<file path="src/rtl/seg7_pkg.sv">
// Shared types and constants for the two-digit 7-segment count display.
// Segment vectors are ordered {g,f,e,d,c,b,a}, active high.
package seg7_pkg;

    typedef enum logic [1:0] {
        IDLE   = 2'd0,
        SHIFT  = 2'd1,
        COMMIT = 2'd2
    } state_t;

    localparam logic [6:0] SEG_LUT [0:9] = '{
        7'h3F, 7'h06, 7'h5B, 7'h4F, 7'h66,
        7'h6D, 7'h7D, 7'h07, 7'h7F, 7'h6F
    };

    localparam logic [6:0] SEG_BLANK = 7'h00;
    localparam logic [1:0] DIG_UNITS = 2'b01;
    localparam logic [1:0] DIG_TENS  = 2'b10;

    // Shift-add-3 correction step for one BCD nibble.
    function automatic logic [3:0] add3(input logic [3:0] nib);
        return (nib >= 4'd5) ? nib + 4'd3 : nib;
    endfunction

    function automatic logic [6:0] seg_decode(input logic [3:0] digit);
        return (digit <= 4'd9) ? SEG_LUT[digit] : SEG_BLANK;
    endfunction

endpackage

</file>
<file path="src/rtl/seg7_count_display_bin2bcd.sv">
// Sequential shift-add-3 binary to two-digit BCD converter.
// start loads bin; done is high during the cycle whose edge performs the last shift.
module bin2bcd_seq
    import seg7_pkg::*;
#(
    parameter int CNT_W = 5
) (
    input  logic             clk_i,
    input  logic             rst_ni,
    input  logic             start,
    input  logic [CNT_W-1:0] bin,
    output logic             done,
    output logic [3:0]       units,
    output logic [2:0]       tens
);

    logic [CNT_W-1:0] bin_q;
    logic [3:0]       units_q;
    logic [2:0]       tens_q;
    logic [2:0]       shift_cnt_q;
    logic             active_q;
    logic [3:0]       units_adj;

    assign units_adj = add3(units_q);
    assign done      = active_q && (shift_cnt_q == 3'(CNT_W - 1));
    assign units     = units_q;
    assign tens      = tens_q;

    // Values never exceed 63, so tens is at most 3 before the final shift and
    // its add-3 correction can never fire; only the units nibble is adjusted.
    always_ff @(posedge clk_i) begin
        if (!rst_ni) begin
            bin_q       <= '0;
            units_q     <= '0;
            tens_q      <= '0;
            shift_cnt_q <= '0;
            active_q    <= 1'b0;
        end else if (start) begin
            bin_q       <= bin;
            units_q     <= '0;
            tens_q      <= '0;
            shift_cnt_q <= '0;
            active_q    <= 1'b1;
        end else if (active_q) begin
            // NOTE: state registers use non-blocking assignment so every update
            // below reads the pre-edge values, exactly like the hardware.
            bin_q       <= bin_q << 1;
            units_q     <= {units_adj[2:0], bin_q[CNT_W-1]};
            tens_q      <= {tens_q[1:0], units_adj[3]};
            shift_cnt_q <= shift_cnt_q + 3'd1;
            if (done) active_q <= 1'b0;
        end
    end

endmodule

</file>
<file path="src/rtl/seg7_count_display.sv">
// Count display: samples count on time ticks, converts to BCD, multiplexes two digits.
// Optional feature macro: SEG_BLINK_EN (blink the display while max/min is latched).
module seg7_count_display
    import seg7_pkg::*;
#(
    parameter int          CNT_W       = 5,
`ifdef SEG_BLINK_EN
    parameter logic [3:0]  BLINK_DIV   = 4'd5,
`endif
    parameter logic [23:0] REFRESH_DIV = 24'd50_000
) (
    input  logic             clk_i,
    input  logic             rst_ni,
    input  logic [CNT_W-1:0] cnt_i,
    input  logic             time_i,
    input  logic             max_i,
    input  logic             min_i,
    output logic [6:0]       seg_o,
    output logic             dp_o,
    output logic [1:0]       dig_o,
    output logic             busy_o
);

    state_t state_q, state_d;

    logic             start, commit, sh_load, ld_max, ld_min;
    logic [CNT_W-1:0] bin;
    logic             done;
    logic [3:0]       units;
    logic [2:0]       tens;

    logic             pend_q, pend_max_q, pend_min_q;
    logic [CNT_W-1:0] pend_cnt_q;
    logic             sh_max_q, sh_min_q;
    logic [3:0]       disp_units_q;
    logic [2:0]       disp_tens_q;
    logic             disp_max_q, disp_min_q, flag;

    logic [23:0]      ref_q;
    logic             wrap, phase_q;
    logic [6:0]       seg_d, seg_q;
    logic             dp_d, dp_q;
    logic [1:0]       dig_q;

    bin2bcd_seq #(.CNT_W(CNT_W)) u_bcd (
        .clk_i  (clk_i),
        .rst_ni (rst_ni),
        .start  (start),
        .bin    (bin),
        .done   (done),
        .units  (units),
        .tens   (tens)
    );

    always_ff @(posedge clk_i) begin
        if (!rst_ni) state_q <= IDLE;
        else         state_q <= state_d;
    end

    always_comb begin
        // NOTE: every output of this block gets a default first, so no path
        // leaves a value unassigned and no latch is inferred.
        state_d = state_q;
        start   = 1'b0;
        commit  = 1'b0;
        sh_load = 1'b0;
        bin     = cnt_i;
        ld_max  = max_i;
        ld_min  = min_i;
        unique case (state_q)
            IDLE: if (time_i) begin
                start   = 1'b1;
                sh_load = 1'b1;
                state_d = SHIFT;
            end
            SHIFT: if (done) state_d = COMMIT;
            COMMIT: begin
                commit = 1'b1;
                if (pend_q) begin
                    start   = 1'b1;
                    sh_load = 1'b1;
                    bin     = pend_cnt_q;
                    ld_max  = pend_max_q;
                    ld_min  = pend_min_q;
                    state_d = SHIFT;
                end else begin
                    state_d = IDLE;
                end
            end
            default: state_d = IDLE;
        endcase
    end

    // A tick while busy (COMMIT included) overrides any older pending one.
    always_ff @(posedge clk_i) begin
        if (!rst_ni) begin
            pend_q     <= 1'b0;
            pend_cnt_q <= '0;
            pend_max_q <= 1'b0;
            pend_min_q <= 1'b0;
        end else if (time_i && state_q != IDLE) begin
            pend_q     <= 1'b1;
            pend_cnt_q <= cnt_i;
            pend_max_q <= max_i;
            pend_min_q <= min_i;
        end else if (commit) begin
            pend_q     <= 1'b0;
        end
    end

    always_ff @(posedge clk_i) begin
        if (!rst_ni) begin
            sh_max_q     <= 1'b0;
            sh_min_q     <= 1'b0;
            disp_units_q <= '0;
            disp_tens_q  <= '0;
            disp_max_q   <= 1'b0;
            disp_min_q   <= 1'b0;
        end else begin
            if (sh_load) begin
                sh_max_q <= ld_max;
                sh_min_q <= ld_min;
            end
            if (commit) begin
                disp_units_q <= units;
                disp_tens_q  <= tens;
                disp_max_q   <= sh_max_q;
                disp_min_q   <= sh_min_q;
            end
        end
    end

    assign flag = disp_max_q | disp_min_q;
    assign wrap = (ref_q == REFRESH_DIV - 24'd1);

    always_ff @(posedge clk_i) begin
        if (!rst_ni) begin
            ref_q   <= '0;
            phase_q <= 1'b0;
        end else begin
            ref_q   <= wrap ? 24'd0 : ref_q + 24'd1;
            phase_q <= phase_q ^ wrap;
        end
    end

`ifdef SEG_BLINK_EN
    logic [3:0] blink_cnt_q;
    logic       blank_q;

    always_ff @(posedge clk_i) begin
        if (!rst_ni || !flag) begin
            blink_cnt_q <= '0;
            blank_q     <= 1'b0;
        end else if (time_i) begin
            if (blink_cnt_q == BLINK_DIV - 4'd1) begin
                blink_cnt_q <= '0;
                blank_q     <= ~blank_q;
            end else begin
                blink_cnt_q <= blink_cnt_q + 4'd1;
            end
        end
    end
`endif

    always_comb begin
        seg_d = SEG_BLANK;
        dp_d  = 1'b0;
        if (!phase_q) begin
            seg_d = seg_decode(disp_units_q);
            dp_d  = flag;
        end else if (disp_tens_q != 3'd0) begin
            seg_d = seg_decode({1'b0, disp_tens_q});
        end
`ifdef SEG_BLINK_EN
        if (flag && blank_q) begin
            seg_d = SEG_BLANK;
            dp_d  = 1'b0;
        end
`endif
    end

    always_ff @(posedge clk_i) begin
        if (!rst_ni) begin
            seg_q <= SEG_LUT[0];
            dp_q  <= 1'b0;
            dig_q <= DIG_UNITS;
        end else begin
            seg_q <= seg_d;
            dp_q  <= dp_d;
            dig_q <= phase_q ? DIG_TENS : DIG_UNITS;
        end
    end

    assign seg_o  = seg_q;
    assign dp_o   = dp_q;
    assign dig_o  = dig_q;
    assign busy_o = (state_q != IDLE);

endmodule

</file>
<file path="config.mk">
export PLATFORM = sky130hd
export DESIGN_NAME = seg7_count_display
export DESIGN_NICKNAME = d
export VERILOG_FILES = /design/src/rtl/seg7_pkg.sv /design/src/rtl/seg7_count_display_bin2bcd.sv /design/src/rtl/seg7_count_display.sv
export SDC_FILE = /design/constraint.sdc
export NUM_CORES = 1
export LEC_CHECK = 0
export BUFFER_PORTS_ARGS = -buffer_cell sky130_fd_sc_hd__buf_2
export CAP_MARGIN = 20
export CORE_ASPECT_RATIO = 1.25
export CORE_MARGIN = 2
export CORE_UTILIZATION = 30
export CTS_BUF_LIST = sky130_fd_sc_hd__clkbuf_4 sky130_fd_sc_hd__clkbuf_8 sky130_fd_sc_hd__clkbuf_16
export DETAILED_ROUTE_END_ITERATION = 10
export REMOVE_ABC_BUFFERS = 1
export SKIP_LAST_GASP = 1
export SYNTH_ARGS = -nofsm -noshare
export SYNTH_HDL_FRONTEND = slang
export SYNTH_SLANG_ARGS = --single-unit
</file>
<file path="constraint.sdc">
create_clock -name clk_i -period 2.59 [get_ports clk_i]
set_input_delay 0.1295 -clock clk_i [delete_from_list [all_inputs] [get_ports clk_i]]
set_output_delay 0.1295 -clock clk_i [all_outputs]
set_load 0.01 [all_outputs]
</file>
# == After elaboration in Yosys (flattened, before gate mapping) ==
# Memory sizes are Yosys's and may differ from the RTL's.
# Index checks and enable logic that the tools add are counted.
# word_totals
input_bits,10
wordCells,84
register_bits,72
romBits,224
memories,2
out_inout_bits,11
# op_classes
n_reduce_logical,11
mux,31
eq_ne,6
add_sub_neg,3
bitwise_logic,5
n_lt_le_gt_ge,5
# memory_table
memory,words,word_bits,read_ports,rd_ports_with_merged_regs,wr,line_no,rtl
(name not given),16,7,1,0,0,seg7_pkg.sv:26,return (digit <= 4'd9) ? SEG_LUT[digit] : SEG_BLANK;
(name not given),16,7,1,0,0,seg7_pkg.sv:26,
# ops
op,count
7-bit two-way mux,8
24-bit by 1-bit adder with 24-bit output (second input constant),1
24-bit by 16-bit == test with 1-bit output (second input constant),1
5-bit two-way mux,4
1-bit two-way mux,13
5-bit greater-or-equal comparator (second input constant),2
2-bit two-way mux,3
2-bit one-hot mux with 3 select lines,1
2-bit nonzero test,3
2-bit OR reduction,3
3-bit inverter with 5-bit output,1
4-bit inverter with 5-bit output,1
4-bit by 2-bit adder with 4-bit output (second input constant),1
4-bit by 3-bit greater-or-equal comparator with 1-bit output (second input constant),1
3-bit by 4-bit less-or-equal comparator with 1-bit output (second input constant),1
4-bit less-or-equal comparator (second input constant),1
4-bit two-way mux,1
2-bit inequality test (second input constant),2
3-bit by 1-bit adder with 3-bit output (second input constant),1
3-bit == test (second input constant),1
3-bit nonzero test,1
2-bit by 1-bit == test with 1-bit output (second input constant),1
2-bit == test (second input constant),1
1-bit logical AND,2
6 further kinds,6

# == Depth between registers and ports, before layout ==
# depth
word_depth,7
ltp_mapped,6
depth_no_buf,6

# == Modules after synthesis ==
# A second synthesis with hierarchy kept.
# unflattened
cells_unflattened,390
area_unflattened_um2,3382.0
# modules_own_cells
mod,cells_each,area_per_inst_um2,seq_area_each_um2,instances
seg7_count_display,300,2576.2,1121.1,1
bin2bcd_seq,90,805.8,320.3,1

# == Worst setup path after synthesis ==
# Ideal clock, no wire load.
# synth_path
path_type,register to register
startpoint,reg ref_q[0]
endpoint,reg ref_q[10]
t_required_ps,2473
setup_slack_ps,647
arrival_ps,1825
period_less_slack_ps,1943
stages_incl_launch_ff,7
n_path_buf,1
setup_ps,117
cell_sequence,dfxtp_1 ha_1 nand3_1 or2_2 o21ai_1 buf_2 nor2_1
# synth_via
elab_chain_len,2
word_cells_on_any_way,3
classes_between,add/sub: 1; eq/ne: 1; reduce/logical: 1
# synth_lines
item,line_no,rtl
"start, declared",seg7_count_display.sv:39,logic [23:0] ref_q;
"start signal, assigned",seg7_count_display.sv:141,ref_q <= wrap ? 24'd0 : ref_q + 24'd1;
"parallel branches: the longest is 2 deep, another holds 24-bit by 1-bit adder with 24-bit output",n/a,
# Parallel ways; which one is timed is not known.
# A chain may end at the register's enable or synchronous reset.

# == Worst setup path in the final report ==
# layout_path
startpoint,reg ref_q[0]
endpoint,reg ref_q[22]
# The elaborated chain is that of the path after synthesis.

==> metrics.log <==
INFO  metric outcome = finished, final reports clean
INFO  metric share_seq_of_total_power = 45.0%
INFO  metric insertion_delay = 0.33 ns
INFO  metric r2r_setup_slack = 0.58 ns
INFO  metric cts_root_buf = sky130_fd_sc_hd__clkbuf_16
INFO  metric power_frac_clock = 50.6%
INFO  metric worst_setup_path_class = reg -> reg
INFO  metric syn-mean-instance-area = 8.449 um2
INFO  metric post_dp_cell_area = 3510 um2
INFO  metric crit_fanout = 8
INFO  metric number_of_max_capacitance_violations_reported = 0
INFO  metric die-area = 11780 um2
INFO  metric die_width = 97.50 um
INFO  metric hold_startpoint = cnt_i[1]
INFO  metric timing.hold.worst.class = in -> reg
INFO  metric ctsLongestPathBuffers = 2
INFO  metric final-instance-count-excl-fill = 542
INFO  metric grtUsageTotal = 11.43%
INFO  metric critical_path_buf_inv_count = 0
INFO  metric combinational_group_share_of_total_power = 4.4%
INFO  metric port_buffers = 20
INFO  metric vias_per_instance = 4.935
INFO  metric synthMostInstantiatedCell = sky130_fd_sc_hd__dfxtp_1
INFO  metric total_via_count_after_detailed_routing = 2675
INFO  metric ys.flop_type = sky130_fd_sc_hd__dfxtp_1
INFO  metric report.power.total = 2.571 mW
INFO  metric finalSetupTns = 0 ns
INFO  metric synth.ff_latch_count = 72
INFO  metric cells_taking_the_most_area_after_synthesis = sky130_fd_sc_hd__dfxtp_1, sky130_fd_sc_hd__nor2_1, sky130_fd_sc_hd__ha_1
INFO  metric power_report.internal_total = 2.041 mW
INFO  metric post-place-ws = 0.5971 ns
INFO  metric cp_data_arrival_time = 2.18 ns
INFO  metric cpMaxStageDelayCell = sky130_fd_sc_hd__nor4_2
INFO  metric yosysUniqueCellTypes = 45
INFO  metric post_cts_resize_count = 0
INFO  metric first_pass_iters = 4
INFO  metric final_nets = 430
INFO  metric layout-drive-gt1-share = 11.46%
INFO  metric timing.final.hold_violations = 0
INFO  metric critical_path.cell_chain = ha_1 -> nand3_1 -> nor4_2 -> mux2i_1 -> nor3_1
INFO  metric r2r-start = ref_q[0]
INFO  metric globalRouteOverflowTotal = 0
INFO  metric fp.coreArea = 10620 um2
INFO  metric synth_enable_flop_cells = 0
INFO  metric synth_commonest_cells = sky130_fd_sc_hd__dfxtp_1, sky130_fd_sc_hd__nor2_1, sky130_fd_sc_hd__nand2_1
INFO  metric syn-cell-area = 3278 um2
INFO  metric static-leakage-power = 1.405 nW
INFO  metric timing.final.max_slew_violations = 0
INFO  metric routabilityCongestion = 0.7435
INFO  metric synth.yosys.seq_area_share = 43.97%
INFO  metric htreeDepth = 3
INFO  metric cellPowerDensity = 671.0 nW/um2
INFO  metric clock-sinks = 72
INFO  metric postSynthCellCount = 388
INFO  metric num-fill-cells = 1119
INFO  metric postRouteWirelength = 6.363 mm
INFO  metric remaining_max_slew_budget_at_the_tightest_pin = 34.52%
INFO  metric drt-initial-drc-count = 91
INFO  metric achievable-frequency = 0.4978 GHz
INFO  metric worst_setup_path_start_kind = flop
INFO  metric critical_path.startpoint = ref_q[0]
INFO  metric routed_wire_length_per_instance = 11.74 um
INFO  metric clkSlewWorstSetupHoldPaths = 0.06 ns
INFO  metric tcrit_tclk_final = 77.56%
INFO  metric antenna_found_initial = 0
INFO  metric postRouteAntennaNets = 0
INFO  metric floorplan.rows = 42
INFO  metric yosysWarningCount = 0
INFO  metric finalWorstSetupSlack = 0.5812 ns
INFO  metric vdd_drop_max = 0.0003175 V
INFO  metric tritoncts = yes
INFO  metric count_of_final_setup_violators = 0
INFO  metric drt_drc_violations_left = 0
INFO  metric finalWorstPathRequiredPeriod = 2.009 ns
INFO  metric postCtsHoldBufs = 0
INFO  metric clock-skew-final = 0.005275 ns
INFO  metric number_of_post_cts_setup_repair_buffers = 0
INFO  metric worstMarginPinSlew = 0.9811 ns
INFO  metric initial_utilization = 30.88%
INFO  metric sw_ratio = 20.61%
INFO  metric antennaDiodeCount = 0
INFO  metric total_switching_power = 530.0 uW
INFO  metric post-dp-hpwl = 4.538 mm
INFO  metric postLayoutCellArea = 3832 um2
INFO  metric cts-buffers-inserted = 9
INFO  metric area.growth.synth_to_final = 16.91%
INFO  metric post-synth-top-area-cell = sky130_fd_sc_hd__dfxtp_1
INFO  metric critical_path.top_delay_family = simple AND/OR/NAND/NOR gates
INFO  metric finish.utilization = 36.10%
INFO  metric post-synth-top-area-fraction = 43.97%
INFO  metric critPathRequiredTime = 2.77 ns
INFO  metric asr_flop_ratio_synth = 0%
INFO  metric die-height = 120.9 um
INFO  metric crit_path_end_kind = flop
INFO  metric finalHoldWorstSlack = 0.04967 ns
INFO  metric number_of_global_route_vias_before_repair = 2470
INFO  metric grt_pass1_wl = 10.96 mm
INFO  metric dp_cells = 526
INFO  metric design.portCount = 21
INFO  metric grt_start_max_net_pins = 30
INFO  metric grt_setup_unrepaired = no
INFO  metric critical_path_max_stage_delay = 0.69 ns
## layout by cell type, fill, tap and decap left out, types with 3 or more instances in the layout
cell                        instances
sky130_fd_sc_hd__dfxtp_1           72
sky130_fd_sc_hd__nor2_1            51
sky130_fd_sc_hd__nand2_1           45
sky130_fd_sc_hd__a21oi_1           28
sky130_fd_sc_hd__buf_2             20
sky130_fd_sc_hd__inv_1             17
sky130_fd_sc_hd__o21ai_0           15
sky130_fd_sc_hd__mux2i_1           15
sky130_fd_sc_hd__ha_1              15
sky130_fd_sc_hd__nand3_1           13
sky130_fd_sc_hd__xnor2_1           12
sky130_fd_sc_hd__nor4_1             9
sky130_fd_sc_hd__nor2b_1            9
sky130_fd_sc_hd__clkbuf_16          9
sky130_fd_sc_hd__nor3_1             7
sky130_fd_sc_hd__nand4_1            6
sky130_fd_sc_hd__nand2b_1           6
sky130_fd_sc_hd__buf_4              6
sky130_fd_sc_hd__a311oi_1           5
sky130_fd_sc_hd__xor2_1             5
sky130_fd_sc_hd__a211oi_1           5
sky130_fd_sc_hd__clkbuf_8           4
sky130_fd_sc_hd__or3_1              3
sky130_fd_sc_hd__o22ai_1            3
sky130_fd_sc_hd__a31oi_1            3
## flip-flops by register name, summed over array words and instances, names as in the netlist, 3 cells and up
name               flops
ref_q                 24
u_bcd.tens             3
u_bcd.bin_q            5
u_bcd.shift_cnt_q      3
seg_o                  7
disp_tens_q            3
disp_units_q           4
pend_cnt_q             5
u_bcd.units            4
## area by class of cell
class | instances | area [um2] | share of cell area, %
timing repair buffer | 26 | 145.1 | 3.787
inverter | 17 | 63.81 | 1.665
sequential | 72 | 1441 | 37.61
clock buffer | 14 | 287.8 | 7.509
tap | 132 | 165.2 | 4.309
clock inverter | 2 | 35.03 | 0.9141
multi-input combinational | 279 | 1694 | 44.20
## routing by layer
metal  share of wire, %  vias to the layer above  routed length, um  global-route usage, %
met4                2.6                        0                167                  5.816
met2                 49                       46               3124                  20.22
met3                3.8                       14                241                  2.765
met5                  0                        -                  0                      0
li1                   -                     1373                  -                      -
met1                 44                     1242               2829                  12.73
## power by group through the flow
stage / combinational [mW] / sequential [mW] / clock, mW
6_report: 0.113 / 1.16 / 1.30
5_1_grt: 0.129 / 1.16 / 1.38
4_1_cts: 0.115 / 1.16 / 1.33
3_5_place_dp: 0.114 / 1.18 / 0
3_3_place_gp: 0.111 / 1.18 / 0
2_1_floorplan: 0.0730 / 1.18 / 0
## worst min-delay path: stages
cell                      delay [ns]
sky130_fd_sc_hd__buf_2          0.08
sky130_fd_sc_hd__mux2i_1        0.06
sky130_fd_sc_hd__nor2_1         0.08
## kinds of logic (layout without fill, tap and decap cells)
family / count (synthesis) / in the layout / synth area share (%)
adders and majority gates: 15 / 15 / 5.725
and+or+nand+nor: 161 / 161 / 23.70
xor gates and xnor gates: 17 / 17 / 4.542
DFF: 72 / 72 / 43.97
muxes: 16 / 16 / 4.924
AOI/OAI and AO/OA: 70 / 70 / 12.79
buffers and inverters: 37 / 59 / 4.351
## worst paths after layout
check,end,depth (start not counted)
min,pend_cnt_q[1],3
min reg2reg,disp_min_q,2
max reg2reg,ref_q[22],5
max,ref_q[22],5
No activity file was read; power rests on OpenSTA's default activity.
